$ cat src/rtl/alu_seq_controller.sv
// Button-driven ALU controller: strict A -> B -> opcode load order, registered result and flags.
// Optional macro ALU_CHAIN_EN: in DONE, button 1 loads A from the last result and B from switches.
module alu_seq_controller #(
   parameter int unsigned NB_DATA      = 8,
   parameter int unsigned NB_OPCODE    = 6,
   parameter int unsigned N_PULSADORES = 3
) (
   input  logic                    i_clock,
   input  logic                    i_reset,
   input  logic [NB_DATA-1:0]      i_switches,
   input  logic [N_PULSADORES-1:0] i_pulsadores,
   output logic [NB_DATA-1:0]      o_result,
   output logic                    o_valid,
   output logic                    o_zero,
   output logic                    o_carry,
   output logic                    o_overflow,
   output logic                    o_opcode_err,
   output logic                    o_seq_err,
   output logic [2:0]              o_state
);

   localparam int unsigned Msb = NB_DATA - 1;

   localparam logic [2:0] StIdle  = 3'd0;
   localparam logic [2:0] StHaveA = 3'd1;
   localparam logic [2:0] StHaveB = 3'd2;
   localparam logic [2:0] StExec  = 3'd3;
   localparam logic [2:0] StDone  = 3'd4;

   localparam logic [NB_OPCODE-1:0] OpAdd = NB_OPCODE'(6'b100000);
   localparam logic [NB_OPCODE-1:0] OpSub = NB_OPCODE'(6'b100010);
   localparam logic [NB_OPCODE-1:0] OpAnd = NB_OPCODE'(6'b100100);
   localparam logic [NB_OPCODE-1:0] OpOr  = NB_OPCODE'(6'b100101);
   localparam logic [NB_OPCODE-1:0] OpXor = NB_OPCODE'(6'b100110);
   localparam logic [NB_OPCODE-1:0] OpNor = NB_OPCODE'(6'b100111);
   localparam logic [NB_OPCODE-1:0] OpSrl = NB_OPCODE'(6'b000010);
   localparam logic [NB_OPCODE-1:0] OpSra = NB_OPCODE'(6'b000011);

   logic [N_PULSADORES-1:0] prev_q, rise;
   logic [2:0]              state_q, state_d;
   logic [NB_DATA-1:0]      a_q, a_d, b_q, b_d;
   logic [NB_OPCODE-1:0]    op_q, op_d;
   logic                    seq_err_q, seq_err_d;
   logic [NB_DATA-1:0]      res_q;
   logic                    zero_q, carry_q, ovf_q, op_err_q;
   logic                    single_ev, multi_ev;

   logic [NB_DATA:0]        sum, diff;
   logic [NB_DATA-1:0]      alu_res;
   logic                    alu_c, alu_v, alu_e;

   assign rise      = i_pulsadores & ~prev_q;
   assign single_ev = ($countones(rise) == 1);
   assign multi_ev  = ($countones(rise) > 1);

   assign sum  = {1'b0, a_q} + {1'b0, b_q};
   assign diff = {1'b0, a_q} - {1'b0, b_q};

   // Shift operators already yield 0 / sign fill when B >= NB_DATA.
   always_comb begin
      alu_res = '0;
      alu_c   = 1'b0;
      alu_v   = 1'b0;
      alu_e   = 1'b0;
      case (op_q)
         OpAdd: begin
            alu_res = sum[Msb:0];
            alu_c   = sum[NB_DATA];
            alu_v   = (a_q[Msb] == b_q[Msb]) && (sum[Msb] != a_q[Msb]);
         end
         OpSub: begin
            alu_res = diff[Msb:0];
            alu_c   = diff[NB_DATA];
            alu_v   = (a_q[Msb] != b_q[Msb]) && (diff[Msb] != a_q[Msb]);
         end
         OpAnd:   alu_res = a_q & b_q;
         OpOr:    alu_res = a_q | b_q;
         OpXor:   alu_res = a_q ^ b_q;
         OpNor:   alu_res = ~(a_q | b_q);
         OpSrl:   alu_res = a_q >> b_q;
         OpSra:   alu_res = $unsigned($signed(a_q) >>> b_q);
         default: alu_e   = 1'b1;
      endcase
   end

   always_comb begin
      state_d   = state_q;
      a_d       = a_q;
      b_d       = b_q;
      op_d      = op_q;
      seq_err_d = 1'b0;
      if (state_q == StExec) begin
         state_d   = StDone;
         seq_err_d = |rise;
      end else if (multi_ev) begin
         seq_err_d = 1'b1;
      end else if (single_ev) begin
         case (state_q)
            StIdle, StDone: begin
               if (rise[0]) begin
                  a_d     = i_switches;
                  state_d = StHaveA;
`ifdef ALU_CHAIN_EN
               end else if (rise[1] && state_q == StDone) begin
                  a_d     = res_q;
                  b_d     = i_switches;
                  state_d = StHaveB;
`endif
               end else begin
                  seq_err_d = 1'b1;
               end
            end
            StHaveA: begin
               if (rise[1]) begin
                  b_d     = i_switches;
                  state_d = StHaveB;
               end else begin
                  seq_err_d = 1'b1;
               end
            end
            StHaveB: begin
               if (rise[2]) begin
                  op_d    = i_switches[NB_OPCODE-1:0];
                  state_d = StExec;
               end else begin
                  seq_err_d = 1'b1;
               end
            end
            default: state_d = StIdle;
         endcase
      end
   end

   // prev is sampled even in reset so a held button yields no event on release.
   always_ff @(posedge i_clock) begin
      prev_q <= i_pulsadores;
      if (!i_reset) begin
         state_q   <= StIdle;
         a_q       <= '0;
         b_q       <= '0;
         op_q      <= '0;
         seq_err_q <= 1'b0;
         res_q     <= '0;
         zero_q    <= 1'b0;
         carry_q   <= 1'b0;
         ovf_q     <= 1'b0;
         op_err_q  <= 1'b0;
      end else begin
         state_q   <= state_d;
         a_q       <= a_d;
         b_q       <= b_d;
         op_q      <= op_d;
         seq_err_q <= seq_err_d;
         if (state_q == StExec) begin
            res_q    <= alu_res;
            zero_q   <= (alu_res == '0);
            carry_q  <= alu_c;
            ovf_q    <= alu_v;
            op_err_q <= alu_e;
         end
      end
   end

   assign o_result     = res_q;
   assign o_valid      = (state_q == StDone);
   assign o_zero       = zero_q;
   assign o_carry      = carry_q;
   assign o_overflow   = ovf_q;
   assign o_opcode_err = op_err_q;
   assign o_seq_err    = seq_err_q;
   assign o_state      = state_q;

endmodule

$ cat config.mk
export PLATFORM = sky130hd
export DESIGN_NAME = alu_seq_controller
export DESIGN_NICKNAME = d
export VERILOG_FILES = /design/src/rtl/alu_seq_controller.sv
export SDC_FILE = /design/constraint.sdc
export NUM_CORES = 1
export LEC_CHECK = 0
export ABC_CLOCK_PERIOD_IN_PS = 7100
export BUFFER_PORTS_ARGS = -buffer_cell sky130_fd_sc_hd__buf_2
export CAP_MARGIN = 15
export CELL_PAD_IN_SITES_DETAIL_PLACEMENT = 0
export CELL_PAD_IN_SITES_GLOBAL_PLACEMENT = 1
export CORE_MARGIN = 1.5
export CORE_UTILIZATION = 49
export CTS_CLUSTER_DIAMETER = 30
export DETAILED_ROUTE_END_ITERATION = 8
export PLACE_DENSITY_LB_ADDON = 0.1
export SYNTH_ARGS = -nofsm -noshare
export SYNTH_HDL_FRONTEND = slang
export SYNTH_SLANG_ARGS = --single-unit
$ cat constraint.sdc
create_clock -name i_clock -period 7.1 [get_ports i_clock]
set_clock_uncertainty 0.2 [all_clocks]
set_input_delay 0.355 -clock i_clock [delete_from_list [all_inputs] [get_ports i_clock]]
set_output_delay 0.355 -clock i_clock [all_outputs]
set_load 0.1 [all_outputs]
; Word-level counts from Yosys, hierarchy flattened
; Index checks and enable logic that the tools add are counted.
[totals]
ff_bits = 41
latch_bits = 0
ram_bits = 0
mem_bits_ro = 0
in_bits = 13
out_inout_bits = 17
word_cells = 84
n_memories = 0
[classes]
add_sub_neg = 4
mul = 0
div = 0
magnitude_cmp = 1
eq_ne = 24
n_shift = 2
n_mux = 18
bitwise = 9
reduce_logical = 14
[op_table]
columns = op, count
row1 = one-hot mux 8 bit (8 select lines), 1
row2 = "== test 6 bit, second input constant", 6
row3 = "== test 32 x 2 -> 1 bit, second input constant", 1
row4 = AND reduction 5 bit, 5
row5 = 2-to-1 mux 3 bit, 6
row6 = "== test 6 x 2 -> 1 bit, second input constant", 2
row7 = adder 8 x 8 -> 9 bit, 1
row8 = "inequality test 3 bit, second input constant", 3
row9 = one-hot mux 3 bit (3 select lines), 1
row10 = subtractor 8 x 8 -> 9 bit, 1
row11 = bitwise AND 8 bit, 1
row12 = zero test 8 bit, 1
row13 = inverter 8 bit, 1
row14 = bitwise OR 8 bit, 1
row15 = OR reduction 8 bit, 1
row16 = right shift 8 x 8 -> 8 bit, 1
row17 = >>> shifter 8 x 8 -> 8 bit, 1
row18 = bitwise XOR 8 bit, 1
row19 = 2-to-1 mux 1 bit, 7
row20 = "== test 3 x 2 -> 1 bit, second input constant", 2
row21 = "inequality test 2 bit, second input constant", 3
row22 = one-hot mux 1 bit (2 select lines), 2
row23 = OR reduction 2 bit, 2
row24 = adder 2 x 1 -> 3 bit, 1
row25 = other kinds (15), 20

; Logic depth before layout (Yosys ltp)
; Gate-level depths: netlist of the first run.
[logic_depth]
word_depth = 8
ltp_mapped = 11
ltp_nobuf = 10

; Least setup slack after synthesis of the first run
; No wires, ideal clock.
[synth_timing]
kind = register to register
start = register b_q[1]
end = register ovf_q, in the netlist o_overflow
setup_time_ns = 0.071
t_arrival_ns = 2.718
required_time_ns = 6.829
slack_ns = 4.111
stages_incl_launch_ff = 12
period_less_slack_ns = 2.989
cell_sequence = dfxtp_1 buf_2 buf_1 inv_1 ha_1 a21o_2 nand4_1 nand2_1 a31o_2 or3_1 a311o_1 a21oi_1
[synth_via]
elab_chain_cells = 4
word_cells_on_any_way = 7
[synth_rtl]
columns = item, line_no
row1 = start: declaration, 41  ; logic [NB_DATA-1:0] a_q, a_d, b_q, b_d;
row2 = start signal: assignment, 140  ; b_q <= '0;
row3 = start signal: assignment, 151  ; b_q <= b_d;
row4 = subtractor 8 x 8 -> 9 bit / adder 8 x 8 -> 9 bit (equally long branches), "57, 56"
row5 = "inequality test 1 bit, on equally long branches", "74, 69"
row6 = "logical AND 1 bit, on equally long branches", "74, 69"
row7 = one-hot mux 1 bit (2 select lines) (*), 65  ; case (op_q)
row8 = end signal: assignment, 158  ; ovf_q <= alu_v;
row9 = end: declaration, 45  ; logic zero_q, carry_q, ovf_q, op_err_q;
; Mark *: on every way between the ends. The rest lies on a longest branch, timed or not.
; A chain may end at the register's enable or synchronous reset.

; Final worst setup path of the first run
[layout_timing]
start = register b_q[1]
end = register zero_q, in the netlist o_zero
[layout_via]
elab_chain_cells = 4
word_cells_on_any_way = 10
[layout_rtl]
columns = item, line_no
row1 = branches (longest 2 deep; another with subtractor 8 x 8 -> 9 bit), n/a
row2 = one-hot mux 8 bit (8 select lines) (*), 65
row3 = zero test 8 bit (*), 156  ; zero_q <= (alu_res == '0);
row4 = end signal: assignment, 156
row5 = end: declaration, 45
; Every way passes the cells marked *.

==> results.md, run 1 <==
- Skew-Pair Late Insertion Delay: between 0.2 and 0.3 ns
- Pleak: around 1.6 nW
- I/O Pins: 30
- WL final: roughly 9.4 mm
- # Max-Cap Violations: 0
- Endpoints failing setup: 0
- Core area: between 6000 and 7000 µm²
- Sequential area share after synthesis: around 24%
- First-pass GRT wire length: 15.6 mm
- Synth Cell Area: roughly 3400 µm²
- FMAX: 0.298 GHz
- Row cnt: 30
- Nets: between 400 and 500
- Total CTS buffers: 5
- Initial core utilization: about half
- Port bufs: 29
- Chip height: roughly 86 µm
- DRC violations left: 0
- Slowest stage cell, crit path: dfxtp_1
- Die area: ~7400 µm²
- Critical Path End Type: flip-flop
- Share of cells above drive strength 1: 14.9%
- Worst-path fanout max: 21
- Total GRT Usage: 27.2%
- Clk buf depth: 2
- Initial antenna violation count: 0
- Vias in the first global route: roughly 3000
- Antenna viol nets, final: 0
- Vias per std cell: between 6 and 7
- Setup TNS: 0 ns
- Status: completed
- Gp weighted congestion: between 0.9 and 1
- WL/cell: ~19 µm
- Top_reg_cell synth: dfxtp_1
- Crit share post-route: 47.3%
- Clock slew at reported path FFs: ~0.080 ns
- Kind of critical path: reg -> reg
- FF+latch count, synth: between 40 and 50
- Netlist cell types: 73
- Pre-Repair DR Iteration Count: 4
- Final core occ: 54.0%
- TritonCTS Sinks: slightly above 40
- Remaining global-route overflow: 0
- Crit path largest cell delay: 0.87 ns
- CTS tree: built
- 1st-iter DRT viols: between 200 and 250
- Worst-Margin Slew: between 1 and 1.5 ns
- Net Count, Synth: between 400 and 500
- Worst hold-check path type: in -> reg
- Hold Vio Cnt, Final: 0
- Vias post-DR: roughly 3000
- Number of flops mapped to enable cells by yosys: 0
- Ys Warns: 0
- Crit path max-delay family: compound AO/OA/AOI/OAI gates
- Die Wd: about 86 µm
- Min Tclk post-route: around 3.4 ns
- Cell count after synthesis: roughly 400
- Worst EP required: between 7 and 8 ns
- Worst vdd ir: about 0.14 mV
- Final Slew Violations: 0
- Post-CTS Setup Bufs: 0
- Pwr dens: around 150 nW/µm²
- CTS root buffer: clkbuf_8
- Slew HR: a little under a third
- Layout area overhead: 7.45%
- Largest net degree at the start of global routing: 34
- Antenna cells: 0
- CP cell instances: inv_1, ha_1, o21bai_1, a21o_1, a221oi_1, o2111ai_1, a311o_2, nor4_1, a41o_1
- Post-DP HPWL: 7.17 mm
- H-tree level count: 2
- Worst Path Arrival: 3.40 ns
- Syn_area_per_cell: between 8 and 9 µm²
- RSZ-0062 raised after global routing: false
- Ys async rst share: 0%
- CP Launch Type: flip-flop
- WP buf/inv: 1
## cell type report
type / count / area, µm²
fill: 670 / 3090
multi-input combinational: 310 / 2300
sequential: 41 / 821
timing repair buffer: 36 / 205
tap: 80 / 100
clock buffer: 7 / 86.3
inverter: 22 / 82.6
clock inverter: 1 / 30.0
## flip-flops by register name, indices dropped and copies added (netlist names)
signal / cells
a_q: 8
b_q: 8
o_result: 8
op_q: 6
o_state: 3
prev_q: 3
o_carry: 1
o_opcode_err: 1
o_overflow: 1
o_seq_err: 1
o_zero: 1
## worst paths after layout
kind	end	slack, ns	from	cells past startpoint
setup / recovery	o_zero	3.74	b_q[1]	9
hold / removal	a_q[7]	0.11	i_switches[7]	3
setup reg to reg	o_zero	3.74	b_q[1]	9
hold reg to reg	o_overflow	0.26	o_overflow	2
## through the flow
step / hold WS [ns] / cell area, µm² / setup WS (ns) / power, mW / std cells
5_1_grt: 0.110 / 3630 / 3.54 / 0.557 / 497
2_1_floorplan: 0.183 / 3380 / 4.11 / 0.318 / 402
3_3_place_gp: 0.240 / 3480 / 3.87 / 0.339 / 486
4_1_cts: 0.104 / 3630 / 3.73 / 0.536 / 497
3_5_place_dp: 0.245 / 3480 / 3.76 / 0.339 / 486
6_report: 0.113 / 3630 / 3.74 / 0.531 / 497
## layer usage
layer	wire length, µm	global-route usage (%)	vias to the layer above
met5	0	0	-
li1	-	-	1487
met2	4360	45.2	87
met1	4290	36.4	1444
met4	261	9.09	0
met3	506	3.56	19
## synth_stat cells (6+ instances only)
| cell type | n | area share [%] |
|---|---|---|
| nand2b_1 | 6 | 1.1 |
| clkbuf_1 | 15 | 1.7 |
| nand2_1 | 29 | 3.2 |
| mux2i_1 | 38 | 11 |
| dfxtp_1 | 41 | 24 |
| xnor2_1 | 6 | 1.6 |
| nor2_1 | 48 | 5.3 |
| inv_1 | 22 | 2.4 |
| o21ai_0 | 11 | 1.6 |
| nand3_1 | 7 | 1.0 |
| a211oi_1 | 6 | 1.3 |
| nor3_1 | 12 | 1.8 |
| a21oi_1 | 21 | 3.1 |
| ha_1 | 24 | 8.9 |
## placed cells by master (no fill, tap or decap), types with 3 or more instances in the layout
cell type,instances
a211oi_1,6
a21o_1,3
a21oi_1,21
a31oi_1,5
a32oi_1,3
buf_2,29
buf_4,4
clkbuf_8,6
dfxtp_1,41
dlygate4sd3_1,3
fa_1,3
ha_1,24
inv_1,22
mux2_2,3
mux2i_1,38
nand2_1,29
nand2b_1,6
nand3_1,7
nor2_1,48
nor2b_1,5
nor3_1,12
nor4_1,3
o211a_1,3
o211ai_1,4
o21ai_0,11
o21bai_1,3
o221ai_1,3
o2bb2ai_1,3
xnor2_1,6
xor2_1,5
## cell families after synthesis
logic type	Yosys count	synth area share (%)
and+or+nand+nor	132	19.6
AOI/OAI and AO/OA	96	20.7
buffers and inverters	51	7.48
muxes	44	14.4
DFF	41	24.3
adders and majority gates	27	10.7
xor gates and xnor gates	11	2.85
## what timing repair did
action | CTS | global route
gates resized for setup | 0 | 0
hold buffers | 3 | 0
endpoints found under the hold margin | 3 | 0
endpoints found under the setup margin | 0 | 0
## worst reg2reg max path: stages (launching register included)
cell,delay [ns]
dfxtp_1,0.87
inv_1,0.22
ha_1,0.39
o21bai_1,0.12
a21o_1,0.21
a221oi_1,0.28
o2111ai_1,0.22
a311o_2,0.35
nor4_1,0.25
a41o_1,0.21
## power by group
part	internal, mW	total, mW	switching, mW
clock	0.115	0.195	0.0806
combinational	0.0335	0.0911	0.0576
sequential	0.235	0.245	0.00980
Note: power is estimated with default switching activity, not from simulation.
==> run 2, diff against run 1 <==
ABC_CLOCK_PERIOD_IN_PS = 3400   (was 7100)
CORE_UTILIZATION = 46   (was 49)
clock period = 3.4 ns   (was 7.1 ns; I/O delays follow)
==> results.md, run 2 (synthesis results as in run 1) <==
- Die area: 7860 µm² (+6.3%)
- Vias per std cell: 5.73 (-6.3%)
- Setup TNS: 0 ns (unchanged)
- Share of cells above drive strength 1: 17.9% (+3.0 points)
- Setup ws final: 0.362 ns (-3.38 ns)
- Post-CTS Setup Bufs: 0 (unchanged)
- Kind of critical path: reg -> reg
- Nets: 482 (+5.7%)
- Post-DP HPWL: 7.30 mm (+1.8%)
- Clock slew at reported path FFs: 0.09 ns (about the same)
- I/O Pins: 30 (unchanged)
- Critical Path End Type: flip-flop
- Placed cell areas: 3630 µm² (+4.3%)
- Hold Vio Cnt, Final: 0 (unchanged)
- Antenna cells: 0 (unchanged)
- WL/cell: 18.1 µm (-4.6%)
- Final Slew Violations: 0 (unchanged)
- Worst vdd ir: 0.181 mV (+27%)
- Initial core utilization: 47.1% (-3.2 points)
- Min Tclk post-route: 3.04 ns (-0.321 ns)
- Worst-path fanout max: 11 (-48%)
- Fin area: 3840 µm² (+5.9%)
- Worst hold-check path type: reg -> reg
- Worst Path Arrival: 3.08 ns (-0.32 ns)
- Pre-Repair DR Iteration Count: 4 (unchanged)
- Slew HR: 30.1% (-1.1 points)
- Pwr dens: 274 nW/µm² (+87%)
- Row cnt: 31 (+3.3%)
- Total GRT Usage: 25.8% (-1.4 points)
- CTS tree: built
- Final core occ: 53.6% (-0.44 points)
- Core area: 7180 µm² (+6.8%)
- Status: completed
- RSZ-0062 raised after global routing: false
- Initial antenna violation count: 0 (unchanged)
- Chip height: 88.7 µm (+3.1%)
- Remaining global-route overflow: 0 (unchanged)
- Clk buf depth: 2 (unchanged)
- H-tree level count: 2 (unchanged)
- Skew-Pair Late Insertion Delay: 0.30 ns (about the same)
- Pre-CTS setup slack: 0.469 ns (-3.29 ns)
- First-pass GRT wire length: 15.3 mm (-1.8%)
- Layout area overhead: 13.8%
- Antenna viol nets, final: 0 (unchanged)
- Hold buffer count at CTS: 12 (+9)
- CTS root buffer: clkbuf_8
- Pleak: 1.70 nW (+7.1%)
- Total CTS buffers: 5 (unchanged)
- CP Launch Type: flip-flop
- Worst EP required: 3.45 ns (-3.69 ns)
- Most common cell after layout, fill and taps aside: nor2_1
- TritonCTS Sinks: 41 (unchanged)
- Vias in the first global route: 2841 (-7.1%)
- # Max-Cap Violations: 0 (unchanged)
- 1st-iter DRT viols: 210 (-5.4%)
- Endpoints failing setup: 0 (unchanged)
- Most frequent cells in the layout: nor2_1, dfxtp_1, mux2i_1, nand2_1, buf_2
- Gp weighted congestion: 0.986 (+4.3%)
- Largest net degree at the start of global routing: 34 (unchanged)
- Worst-Margin Slew: 1.05 ns (+0.0167 ns)
- WL final: 9.78 mm (+3.9%)
- FMAX: 0.329 GHz (+11%)
- Port bufs: 29 (unchanged)
- DRC violations left: 0 (unchanged)
- PostCTS Resize Cnt: 0 (unchanged)
- Crit share post-route: 89.4% (+42 points)
- Die Wd: 88.7 µm (+3.1%)
- Vias post-DR: 3099 (+2.0%)
[run 2: cell types whose count changed in the layout (fill, tap and decap cells not counted)]
cell | previous run | this run
dlygate4sd3_1 | 3 | 12
clkinvlp_4 | 0 | 1
clkbuf_1 | 1 | 0
bufinv_16 | 1 | 0
buf_4 | 4 | 21
[run 2: area by class of cell]
cell class | count | area (µm²)
multi-input cells | 310 | 2300
flip-flops and latches | 41 | 821
fillers | 718 | 3330
clock inverters | 1 | 7.51
clock buffers | 6 | 82.6
well taps | 99 | 124
repair buffers | 62 | 423
inverters | 22 | 82.6
[run 2: through the flow]
| stage | std cells | hold WS, ns | power (mW) |
|---|---|---|---|
| finish | 541 | 0.260 | 1.05 |
| global route | 541 | 0.283 | 1.10 |
| CTS | 541 | 0.267 | 1.06 |
| detailed placement | 522 | 0.0927 | 0.713 |
| global placement | 522 | 0.0890 | 0.711 |
| floorplan | 402 | -0.00228 | 0.665 |
[run 2: worst paths after layout]
path	from	end	slack [ns]	cells past startpoint
worst max-delay path	b_q[0]	o_zero	0.36	8
worst min-delay path	o_overflow	o_overflow	0.26	2
worst max register to register	b_q[0]	o_zero	0.36	8
worst min register to register	o_overflow	o_overflow	0.26	2
[run 2: critical path, stage by stage (launching register included)]
cell       delay (ns)
dfxtp_1          0.62
buf_4            0.23
mux4_2           0.48
and3_2           0.21
o21ai_0          0.19
o2111ai_1        0.19
a311o_2          0.34
nor4_1           0.29
a41o_1           0.22
[run 2: metal layers]
metal / share of wire [%] / global-route usage, % / up-vias
li1: - / - / 1538
met1: 49 / 38.1 / 1465
met2: 45 / 40.6 / 89
met3: 4.5 / 3.17 / 7
met4: 0.84 / 4.55 / 0
met5: 0 / 0 / -
[run 2: where the power goes]
part	internal (mW)	total, mW	switching (mW)
registers	0.491	0.504	0.0130
clock network	0.161	0.339	0.178
logic	0.0799	0.210	0.130
total	0.732	1.05	0.322
==> run 3, diff against run 2 <==
ABC_AREA = 1   (was unset)
CORE_UTILIZATION = 43   (was 46)
==> results.md, run 3 <==
- Initial core utilization: 45.1% (-2.0 points)
- RSZ-0062 raised after global routing: false
- Antenna cells: 0 (unchanged)
- Placed cells: 632 (+21%)
- Netlist cell types: 41 (-44%)
- Worst-path fanout max: 16 (+5)
- Share of cells above drive strength 1: 11.1% (-6.8 points)
- Most common cell after layout, fill and taps aside: nand2_1
- Worst-Margin Slew: 0.727 ns (-0.321 ns)
- Critical Path End Type: flip-flop
- Sequential area share after synthesis: 24.7% (+0.38 points)
- Pwr dens: 330 nW/µm² (+20%)
- CP cell instances: dlygate4sd3_1, buf_2, inv_1, nor2_1, inv_1, fa_1, nor2_1, nand3_1, o21ai_0, a21oi_1
- 1st-iter DRT viols: 273 (+30%)
- Row cnt: 31 (unchanged)
- Remaining global-route overflow: 0 (unchanged)
- Nets: 590 (+22%)
- Top-area cell type share of the netlist area: 24.7% (+0.38 points)
- Antenna viol nets, final: 0 (unchanged)
- WL final: 10.9 mm (+12%)
- # Max-Cap Violations: 0 (unchanged)
- Pre-Repair DR Iteration Count: 7 (+3)
- Vias post-DR: 3612 (+17%)
- DRC violations left: 0 (unchanged)
- Final Slew Violations: 0 (unchanged)
- Die Wd: 90.9 µm (+2.5%)
- WL/cell: 16.8 µm (-7.1%)
- Worst hold-check path type: in -> reg
- WP buf/inv: 4 (+3)
- First-pass GRT wire length: 17.6 mm (+15%)
- H-tree level count: 2 (unchanged)
- Port bufs: 29 (unchanged)
- Min Tclk post-route: 2.93 ns (-0.107 ns)
- Main area contributors after synthesis: dfxtp_1, nand2_1, nand3_1, ha_1, inv_1
- Hold Vio Cnt, Final: 0 (unchanged)
- Pleak: 1.77 nW (+3.7%)
- Slew HR: 51.4% (+21 points)
- Post-synthesis compound-gate area fraction: 18.1% (-2.7 points)
- Net Count, Synth: 558 (+26%)
- Vias in the first global route: 3408 (+20%)
- Layout area overhead: 11.5%
- Mux cell area share after synthesis: 0% (-14 points)
- Endpoints failing setup: 0 (unchanged)
- Chip height: 90.9 µm (+2.5%)
- Crit path max-delay family: simple AND/OR/NAND/NOR gates
- I/O Pins: 30 (unchanged)
- Final core occ: 50.3% (-3.3 points)
- Count leader, synth: nand2_1
- Total CTS buffers: 5 (unchanged)
- Top_reg_cell synth: dfxtp_1
- Setup TNS: 0 ns (unchanged)
- TritonCTS Sinks: 41 (unchanged)
- Die area: 8270 µm² (+5.1%)
- Cell count after synthesis: 518 (+29%)
- Synth area leader: dfxtp_1
- CP Launch Type: input pin
- Post-synth top cells: nand2_1, inv_1, nand3_1, nor2_1, o21ai_0
- CTS root buffer: clkbuf_8
- Setup ws final: 0.469 ns (+0.107 ns)
- Total GRT Usage: 27.3% (+1.5 points)
- Worst EP required: 3.37 ns (-0.08 ns)
- Tot Pwr: 1.22 mW (+16%)
- Synth Cell Area: 3320 µm² (-1.6%)
- Non-filler cells, final: 650 (+20%)
- Worst Path Arrival: 2.90 ns (-0.18 ns)
- Largest family of logic cells by synthesized area: simple AND/OR/NAND/NOR gates
- Vias per std cell: 5.56 (-3.0%)
- Initial antenna violation count: 0 (unchanged)
- Number of flops mapped to enable cells by yosys: 0 (unchanged)
- Post-CTS Setup Bufs: 0 (unchanged)
- CTS tree: built
- Crit share post-route: 86.2% (-3.1 points)
- PostCTS Resize Cnt: 0 (unchanged)
- Adder-Cell Fraction of Synth Area: 10.8% (+0.17 points)
- Synth Area in Simple Gates: 35.0% (+15 points)
- Largest net degree at the start of global routing: 29 (-15%)
- Clk buf depth: 2 (unchanged)
- FF+latch count, synth: 41 (unchanged)
- FMAX: 0.341 GHz (+3.6%)
- Clock slew at reported path FFs: 0.08 ns (about the same)
- Crit path largest cell delay: 0.53 ns (-0.09 ns)
- Slowest stage cell, crit path: dlygate4sd3_1
- Most frequent cells in the layout: nand2_1, inv_1, nand3_1, nor2_1, o21ai_0
- Status: completed
- Post-DP HPWL: 8.62 mm (+18%)
- Pre-CTS setup slack: 0.578 ns (+0.109 ns)
- Post-Synth XOR/XNOR Area: 0.790% (-2.1 points)
- Kind of critical path: in -> reg
- Gp weighted congestion: 0.932 (-5.5%)
- Fillers: 781 (+8.8%)
- Syn_area_per_cell: 6.42 µm² (-24%)
- Worst vdd ir: 0.262 mV (+45%)
- Ys Warns: 0 (unchanged)
- Skew-Pair Late Insertion Delay: 0.30 ns (about the same)
- Ys async rst share: 0% (unchanged)
- Core area: 7370 µm² (+2.7%)
## run 3: changes by cell type in the layout (fill, tap and decap cells not counted), sizes merged, moves of 20 or more
cell,delta
mux2i,-38
o21ai,+33
nand2,+75
buf,-20
inv,+50
nand3,+56
## run 3: worst paths after layout
path         slack (ns)     end       startpoint  cells after the start
min reg2reg        0.25  o_zero           o_zero                      2
max                0.47  b_q[3]  i_pulsadores[0]                     10
min                0.01  a_q[2]    i_switches[2]                      3
max reg2reg        0.54  o_zero           b_q[2]                     12
## run 3: timing repair
item                       CTS  global route
hold endpoints to repair    16             0
setup endpoints to repair    0             0
hold buffers                10             0
## run 3: routing by layer
| metal | GRT usage (%) | vias to the layer above | share of wire (%) |
|---|---|---|---|
| met5 | 0 | - | 0 |
| met4 | 9.77 | 0 | 3.0 |
| met3 | 3.45 | 24 | 6.0 |
| met2 | 43.0 | 159 | 44 |
| met1 | 37.9 | 1643 | 47 |
| li1 | - | 1786 | - |
## run 3: where the power goes
part           internal, mW  leakage (nW)  total (mW)  switching [mW]
clock                 0.146        0.0395       0.321           0.174
sequential            0.501         0.333       0.528          0.0265
combinational         0.108          1.39       0.373           0.265
total                 0.755          1.77        1.22           0.466
## run 3: metrics by stage
stage          hold WS (ns)  cell area [µm²]
2_1_floorplan      -0.00228             3320
3_3_place_gp         0.0869             3530
3_5_place_dp         0.0881             3530
4_1_cts             0.00973             3710
5_1_grt              0.0580             3710
6_report             0.0117             3710
## run 3: layout make-up
class	count	area, µm²	area share, %
clock buffer	8	80.1	2.16
inverter	74	278	7.49
multi-input combinational	388	2150	58.0
sequential	41	821	22.1
tap	99	124	3.34
timing repair buffer	40	253	6.82
## run 3: cell families after synthesis
logic type                 after synthesis
xor gates and xnor gates                 3
DFF                                     41
buffers and inverters                   89
adders and majority gates               27
AOI/OAI and AO/OA                      106
and+or+nand+nor                        252
## run 3: worst reg2reg max path, cell delays in order (launching register included)
cell	delay, ns
dfxtp_1	0.49
clkinv_1	0.32
ha_1	0.56
inv_2	0.11
a21oi_1	0.23
nand3_1	0.10
nand3_1	0.09
nand2_1	0.05
nor2_1	0.15
nand3_1	0.12
nor3_1	0.22
nand4_1	0.11
nand2_1	0.07
